File: src/rtl/dbus_arbiter.sv
// dbus_arbiter: shares one downstream data-memory bus between two masters.
//   Port 0 is the pipeline memory stage, port 1 a secondary master. Arbitration
//   is registered (one IDLE cycle before every grant). In fixed-priority mode
//   port 0 wins ties unless port 1 has lost MAX_WAIT arbitrations in a row; in
//   round-robin mode a tie goes to the port that was not granted last.
// Ports:
//   CLK, RST            clock (rising edge), synchronous active-high reset
//   mK_ren/wen/addr/wdata/byte_en  request from master K (K = 0, 1)
//   mK_rdata, mK_busy   response to master K; busy=1 means stall
//   s_*                 downstream bus (s_busy low = transfer complete)
//   grant               one-hot current grant (00 in IDLE)
//   abort_err           pulse: granted master dropped its request mid-transfer
module dbus_arbiter #(
    parameter int unsigned RR_MODE  = 0,
    parameter int unsigned MAX_WAIT = 8,
    parameter int unsigned ADDR_W   = 32,
    parameter int unsigned DATA_W   = 32
) (
    input  logic                CLK,
    input  logic                RST,
    input  logic                m0_ren,
    input  logic                m0_wen,
    input  logic [ADDR_W-1:0]   m0_addr,
    input  logic [DATA_W-1:0]   m0_wdata,
    input  logic [DATA_W/8-1:0] m0_byte_en,
    output logic [DATA_W-1:0]   m0_rdata,
    output logic                m0_busy,
    input  logic                m1_ren,
    input  logic                m1_wen,
    input  logic [ADDR_W-1:0]   m1_addr,
    input  logic [DATA_W-1:0]   m1_wdata,
    input  logic [DATA_W/8-1:0] m1_byte_en,
    output logic [DATA_W-1:0]   m1_rdata,
    output logic                m1_busy,
    output logic                s_ren,
    output logic                s_wen,
    output logic [ADDR_W-1:0]   s_addr,
    output logic [DATA_W-1:0]   s_wdata,
    output logic [DATA_W/8-1:0] s_byte_en,
    input  logic [DATA_W-1:0]   s_rdata,
    input  logic                s_busy,
    output logic [1:0]          grant,
    output logic                abort_err
);

    typedef enum logic [1:0] {StIdle, StGnt0, StGnt1} state_e;

    localparam logic [7:0] MaxWait = MAX_WAIT[7:0];

    state_e     state_q, state_d;
    logic       last_gnt_q, last_gnt_d;   // 1 = port 1 completed last
    logic [7:0] wait_cnt_q, wait_cnt_d;   // consecutive arbitrations lost by port 1

    logic req0, req1;
    logic pick1;

    assign req0 = m0_ren | m0_wen;
    assign req1 = m1_ren | m1_wen;

    // Winner of the arbitration held in IDLE (only meaningful when someone requests).
    always_comb begin
        pick1 = req1;
        if (req0 && req1) begin
            if (RR_MODE != 0) begin
                pick1 = ~last_gnt_q;
            end else begin
                pick1 = (wait_cnt_q == MaxWait);
            end
        end
    end

    // State register
    always_ff @(posedge CLK) begin
        if (RST) begin
            state_q    <= StIdle;
            last_gnt_q <= 1'b1;
            wait_cnt_q <= '0;
        end else begin
            state_q    <= state_d;
            last_gnt_q <= last_gnt_d;
            wait_cnt_q <= wait_cnt_d;
        end
    end

    // Next-state logic
    always_comb begin
        state_d    = state_q;
        last_gnt_d = last_gnt_q;
        wait_cnt_d = wait_cnt_q;
        unique case (state_q)
            StIdle: begin
                if (req0 || req1) begin
                    state_d = pick1 ? StGnt1 : StGnt0;
                end
                if (RR_MODE == 0) begin
                    if (!req1 || pick1) begin
                        wait_cnt_d = '0;
                    end else if (wait_cnt_q < MaxWait) begin
                        // req1 high but port 0 won
                        wait_cnt_d = wait_cnt_q + 8'd1;
                    end
                end
            end
            StGnt0: begin
                if (!req0) begin
                    state_d = StIdle;             // abort: last_gnt untouched
                end else if (!s_busy) begin
                    state_d    = StIdle;
                    last_gnt_d = 1'b0;
                end
            end
            StGnt1: begin
                if (!req1) begin
                    state_d = StIdle;
                end else if (!s_busy) begin
                    state_d    = StIdle;
                    last_gnt_d = 1'b1;
                end
            end
            default: state_d = StIdle;
        endcase
    end

    // Output logic
    always_comb begin
        grant     = 2'b00;
        abort_err = 1'b0;
        s_ren     = 1'b0;
        s_wen     = 1'b0;
        s_addr    = '0;
        s_wdata   = '0;
        s_byte_en = '0;
        m0_rdata  = '0;
        m1_rdata  = '0;
        m0_busy   = req0;
        m1_busy   = req1;
        unique case (state_q)
            StGnt0: begin
                grant     = 2'b01;
                s_ren     = m0_ren;
                s_wen     = m0_wen;
                s_addr    = m0_addr;
                s_wdata   = m0_wdata;
                s_byte_en = m0_byte_en;
                m0_rdata  = s_rdata;
                m0_busy   = s_busy;
                abort_err = ~req0;   // s_ren/s_wen are already 0 when req0 is low
            end
            StGnt1: begin
                grant     = 2'b10;
                s_ren     = m1_ren;
                s_wen     = m1_wen;
                s_addr    = m1_addr;
                s_wdata   = m1_wdata;
                s_byte_en = m1_byte_en;
                m1_rdata  = s_rdata;
                m1_busy   = s_busy;
                abort_err = ~req1;
            end
            default: ;
        endcase
    end

endmodule
File: config.mk
export PLATFORM = sky130hd
export DESIGN_NAME = dbus_arbiter
export DESIGN_NICKNAME = d
export VERILOG_FILES = /design/src/rtl/dbus_arbiter.sv
export SDC_FILE = /design/constraint.sdc
export NUM_CORES = 1
export LEC_CHECK = 0
export CAP_MARGIN = 25
export CELL_PAD_IN_SITES_DETAIL_PLACEMENT = 0
export CELL_PAD_IN_SITES_GLOBAL_PLACEMENT = 1
export CORE_MARGIN = 5
export CORE_UTILIZATION = 13
export DETAILED_ROUTE_END_ITERATION = 6
export GPL_ROUTABILITY_DRIVEN = 0
export PLACE_DENSITY_LB_ADDON = 0.1
export SYNTH_ARGS = -nofsm -noshare
export SYNTH_HDL_FRONTEND = slang
export SYNTH_SLANG_ARGS = --single-unit
File: constraint.sdc
create_clock -name CLK -period 2.2 [get_ports CLK]
set_clock_uncertainty 0.05 [all_clocks]
set_input_delay 0.44 -clock CLK [delete_from_list [all_inputs] [get_ports CLK]]
set_output_delay 0.44 -clock CLK [all_outputs]
set_load 0.005 [all_outputs]
==> flow_summary.json, run 1 <==
{
  "run_status": "complete, no violations",
  "grt_pass1_wl_um": 21600,
  "die_w_um": 136,
  "post-route-period-util_pct": 98.1,
  "rows": 46,
  "fin_ws_ns": 0.0407,
  "gr-usage-all-layers_pct": 14.9,
  "clk_pin_slew_worst_paths_ns": 0.04,
  "vias_per_cell": 4.14,
  "yosysTopAreaCell": "a22oi_1",
  "die_y_um": 136,
  "use_met1_pct": 15.9,
  "p_leak_nw": 2.79,
  "cpLargestDelayFamily": "buffers and inverters",
  "wirelength_um": 15400,
  "dr.pass1.iters": 4,
  "cp_slowest_cell": "dfxtp_2",
  "path_common_cell": "buf_4",
  "netlist_instances": 304,
  "synth_area_leaders": "a22oi_1 (26%), nor2b_1 (23%), and2_1 (19%)",
  "grt_max_degree": 28,
  "globalRoute.totalOverflow": 0,
  "insertion_delay_ns": 0.23,
  "antennaDiodeCount": 0,
  "worst_setup_path_end_kind": "output pin",
  "hold_viol": 0,
  "htreeDepth": 1,
  "finalSetupViolCount": 0,
  "grtUsageMet2_pct": 30.2,
  "grt_pass1_vias": 3668,
  "crit_type": "flip-flop to output pin",
  "start_util_pct": 13.2,
  "fmax_ghz": 0.463,
  "rsz0062_at_grt": "yes",
  "ant_nets": 0,
  "io_buffer_count": 313,
  "relSlewSlack_pct": 73.5,
  "yosysTopAreaCellShare_pct": 26.0,
  "core-area_mm2": 0.0158,
  "cts_hold_buf": 0,
  "syn_nets": 485,
  "cts_buffers": 3,
  "worst-path-buf-inv": 4,
  "drive_gt1_share_pct": 24.3,
  "dp.cells": 824,
  "clock-root-buffer": "clkbuf_16",
  "synthDistinctLibCells": 29,
  "hold_class": "flip-flop to flip-flop",
  "worst_ep_arrival_time_ns": 1.67,
  "whs_ns": 0.448,
  "yosysWarnings": 0,
  "busiest_layer": "met2",
  "worst_slew_pin_slew_ns": 0.395,
  "worstPathMaxFanout": 17,
  "clock_path_buffers": 2,
  "fillCellCount": 1684,
  "final_area_mm2": 0.00607,
  "post-dp-hpwl_um": 12200,
  "cap_violations": 0,
  "grtUsageMet3_pct": 3.63,
  "startpoint_type": "flip-flop",
  "drt-initial-drc-count": 83,
  "route.detailed.drc": 0,
  "vdd_drop_max_uv": 349,
  "syn_avg_cell_area_um2": 6.83,
  "period_needed_ns": 2.16,
  "cts_tree": "yes",
  "final_common_cell": "clkdlybuf4s50_1",
  "ys_async_sr_fraction_pct": 0,
  "place_area_mm2": 0.00565,
  "wl_per_cell_um": 18.0,
  "critPathRequiredTime_ns": 1.71,
  "die_area_mm2": 0.0186,
  "syn_area_mm2": 0.00208,
  "layout_common_cells": "clkdlybuf4s50_1 (174), nor2b_1 (72), dlygate4sd2_1 (72)",
  "seq_area_frac_synth_pct": 9.64,
  "vias": 3538,
  "nNetsFinal": 820,
  "ios": 314,
  "post-place-ws_ns": -0.201,
  "synth_ff_type": "dfxtp_1",
  "slew_violations": 0,
  "stdcell_count": 854,
  "powerDensity_mw_per_mm2": 313,
  "cts.sinks": 10,
  "synth_seq_cells": 10,
  "syn2layout_area_growth_pct": 193,
  "synth_edf_count": 0,
  "cp_cell_sequence": "buf_4 -> ha_4 -> buf_4 -> buf_12 -> a22oi_1 -> nor2b_1 -> dlygate4sd2_1",
  "slowest_delay_ns": 0.32,
  "antenna_found_initial": 0
}
[per-stage QoR]
stage	power [mW]	TNS (ns)	utilization, %
floorplan	0.623	0	-
global placement	1.39	-0.756	35.8
detailed placement	1.40	-1.09	35.8
CTS	1.89	-1.63	37.6
global route	2.03	-0.199	38.5
finish	1.90	0	38.5
[flip-flops by register name, summed over array words and instances, names as in the netlist]
signal	cells
state_q	2
wait_cnt_q	8
[per-layer routing]
layer,share of wire (%),vias up
met5,0,-
met4,0.94,0
met3,8.5,10
met2,56,161
met1,35,1631
li1,-,1736
[final timing paths]
kind	start	to	slack, ns	cells after the start
worst max-delay path	state_q[1]	s_addr[31]	0.04	7
worst min-delay path	wait_cnt_q[4]	wait_cnt_q[4]	0.45	1
worst max register to register	state_q[0]	state_q[1]	0.40	8
worst min register to register	wait_cnt_q[4]	wait_cnt_q[4]	0.45	1
[cells in the mapped netlist (all sizes together) (2+ instances only)]
library cell   n
clkbuf        28
nand3          3
nor2b         75
or2            2
nor3           3
nand2          3
nor2           8
inv            7
a21oi          5
and2          64
buf            3
a41oi          2
o21ai          2
dfxtp         10
ha             6
a22oi         72
[repair_timing]
item                                    4_1_cts  5_1_grt
buffers inserted                             19        3
endpoints found under the setup margin      139       66
gates cloned                                  6        0
resized for setup                           298       59
pin swaps                                     6        4
[power breakdown]
group | internal, mW | switching (mW) | leakage (nW)
Clock | 0.273 | 0.0817 | 0.0442
Combinational | 0.833 | 0.494 | 2.66
Sequential | 0.200 | 0.0178 | 0.0820
Total | 1.31 | 0.593 | 2.79
[final cells by class]
cell class,count,area [µm²],area share (%)
Clock buffer,4,88.8,1.46
Multi-Input combinational cell,256,1980,32.6
Timing Repair Buffer,361,3510,57.8
Tap cell,216,270,4.45
Inverter,7,26.3,0.433
Sequential cell,10,203,3.34
[cells by family (layout without fill, tap and decap cells)]
family,count (synthesis),after routing,synth area share (%)
buffers and inverters,38,372,6.99
adders and majority gates,6,6,3.62
AOI/OAI and AO/OA,88,88,31.6
and+or+nand+nor,162,162,48.2
DFF,10,10,9.64
No activity file was read; power rests on OpenSTA's default activity.
==> inputs of run 2 (changes only) <==
Settings changed: CORE_ASPECT_RATIO set to 0.6.
==> flow_summary.json, run 2 (synthesized netlist as in run 1, its figures left out) <==
{
  "run_status": "complete, no violations",
  "worst-path-buf-inv": 5,
  "clk_pin_slew_worst_paths_ns": 0.04,
  "grtUsageMet2_pct": 30.3,
  "p_clk_share_pct": 18.1,
  "die_area_mm2": 0.0187,
  "cp_slowest_cell": "dfxtp_2",
  "whs_ns": 0.447,
  "grt_pass1_wl_um": 22900,
  "p_switching_mw": 0.651,
  "layout_common_cells": "clkdlybuf4s50_1 (177), nor2b_1 (70), and2_1 (64)",
  "drt-initial-drc-count": 103,
  "use_met1_pct": 18.1,
  "worst_slew_pin_slew_ns": 0.410,
  "wirelength_um": 16300,
  "finalSetupViolCount": 0,
  "pwr-share-comb_pct": 71.0,
  "busiest_layer": "met2",
  "cpLargestDelayFamily": "buffers and inverters",
  "wl_per_cell_um": 19.2,
  "post-route-period-util_pct": 98.7,
  "slowest_delay_ns": 0.34,
  "insertion_delay_ns": 0.24,
  "ios": 314,
  "period_needed_ns": 2.17,
  "grt_pass1_vias": 3626,
  "final_common_cell": "clkdlybuf4s50_1",
  "drive_gt1_share_pct": 30.1,
  "vdd_drop_max_uv": 254,
  "startpoint": "state_q[1]",
  "pwr-share-seq_pct": 10.9,
  "vias": 3590,
  "cts_hold_buf": 0,
  "globalRoute.totalOverflow": 0,
  "grtUsageMet3_pct": 3.93,
  "io_buffer_count": 313,
  "gr-usage-all-layers_pct": 15.6,
  "start_util_pct": 13.4,
  "top_regs": "wait_cnt_q: 8 flops, state_q: 2 flops",
  "cts_tree": "yes",
  "top_register": "wait_cnt_q",
  "rsz0062_at_grt": "yes",
  "worst_ep_arrival_time_ns": 1.68,
  "relSlewSlack_pct": 72.4,
  "clock_path_buffers": 2,
  "htreeDepth": 1,
  "ant_nets": 0,
  "crit_type": "flip-flop to output pin",
  "antennaDiodeCount": 0,
  "critPathRequiredTime_ns": 1.71,
  "p_int_mw": 1.36,
  "slew_violations": 0,
  "die_w_um": 173,
  "switching_share_pct": 32.4,
  "cp_cell_sequence": "inv_2 -> buf_6 -> ha_4 -> buf_6 -> buf_12 -> a22oi_2 -> nor2b_1 -> dlygate4sd2_1",
  "fmax_ghz": 0.461,
  "cts.sinks": 10,
  "core-area_mm2": 0.0155,
  "worst_setup_path_end_kind": "output pin",
  "antenna_found_initial": 0,
  "powerDensity_mw_per_mm2": 321,
  "clock-root-buffer": "clkbuf_16",
  "startpoint_type": "flip-flop",
  "postLayoutCoreUtil_pct": 40.4,
  "route.detailed.drc": 0,
  "worstPathMaxFanout": 18,
  "cap_violations": 0,
  "post-dp-hpwl_um": 11900,
  "nNetsFinal": 830,
  "cts_buffers": 3,
  "hold_viol": 0,
  "dr.pass1.iters": 4,
  "die_y_um": 108,
  "vias_per_cell": 4.22,
  "p_leak_nw": 2.68,
  "path_common_cell": "buf_6",
  "hp-start": "wait_cnt_q[7]",
  "hold_class": "flip-flop to flip-flop",
  "largest_reg_flops": 8,
  "syn2layout_area_growth_pct": 202,
  "grt_max_degree": 37,
  "r2r-start": "state_q[1]",
  "rows": 35
}
-- run 2: worst paths after layout --
kind | endpoint | slack (ns) | cells after the start
min reg2reg | wait_cnt_q[7] | 0.45 | 1
max | abort_err | 0.03 | 8
max reg2reg | state_q[1] | 0.50 | 9
min | wait_cnt_q[7] | 0.45 | 1
-- run 2: routing by layer --
layer / up-vias / share of wire (%)
met5: - / 0
met4: 0 / 0.28
met3: 5 / 6.7
met2: 156 / 53
met1: 1672 / 40
li1: 1757 / -
-- run 2: area by class of cell --
cell class	count	area (µm²)
timing repair buffer	371	3620
multi-input combinational	256	2070
sequential	10	203
clock buffer	4	88.8
fill	1625	9240
tap	203	254
inverter	7	28.8
-- run 2: metrics by stage --
step / cell area (µm²) / setup WS, ns / total power [mW] / TNS [ns] / cells
after floorplan: 2080 / 0.234 / 0.623 / 0 / 304
after global placement: 5620 / -0.154 / 1.38 / -1.32 / 811
after detailed placement: 5620 / -0.182 / 1.39 / -3.19 / 811
after CTS: 6210 / -0.100 / 2.03 / -0.977 / 842
after global routing: 6260 / -0.0364 / 2.14 / -0.101 / 851
final: 6260 / 0.0291 / 2.01 / 0 / 851
-- run 2: power by group through the flow --
| stage | sequential, mW | clock, mW | combinational, mW |
|---|---|---|---|
| floorplan | 0.216 | 0 | 0.407 |
| global placement | 0.218 | 0 | 1.17 |
| detailed placement | 0.219 | 0 | 1.17 |
| CTS | 0.218 | 0.372 | 1.44 |
| global route | 0.221 | 0.380 | 1.54 |
| finish | 0.219 | 0.363 | 1.43 |
-- run 2: worst reg2reg max path: stages, from the launching register on --
cell	delay, ns
dfxtp_2	0.34
inv_2	0.06
buf_6	0.11
ha_4	0.18
buf_6	0.13
buf_12	0.13
buf_12	0.13
a22oi_1	0.16
o32ai_1	0.12
a21o_1	0.19
-- run 2: timing repair --
item | CTS | global route
pin swaps | 8 | 12
buffers inserted | 19 | 10
cloned | 8 | 3
setup endpoints to repair | 137 | 74
resized for setup | 328 | 69
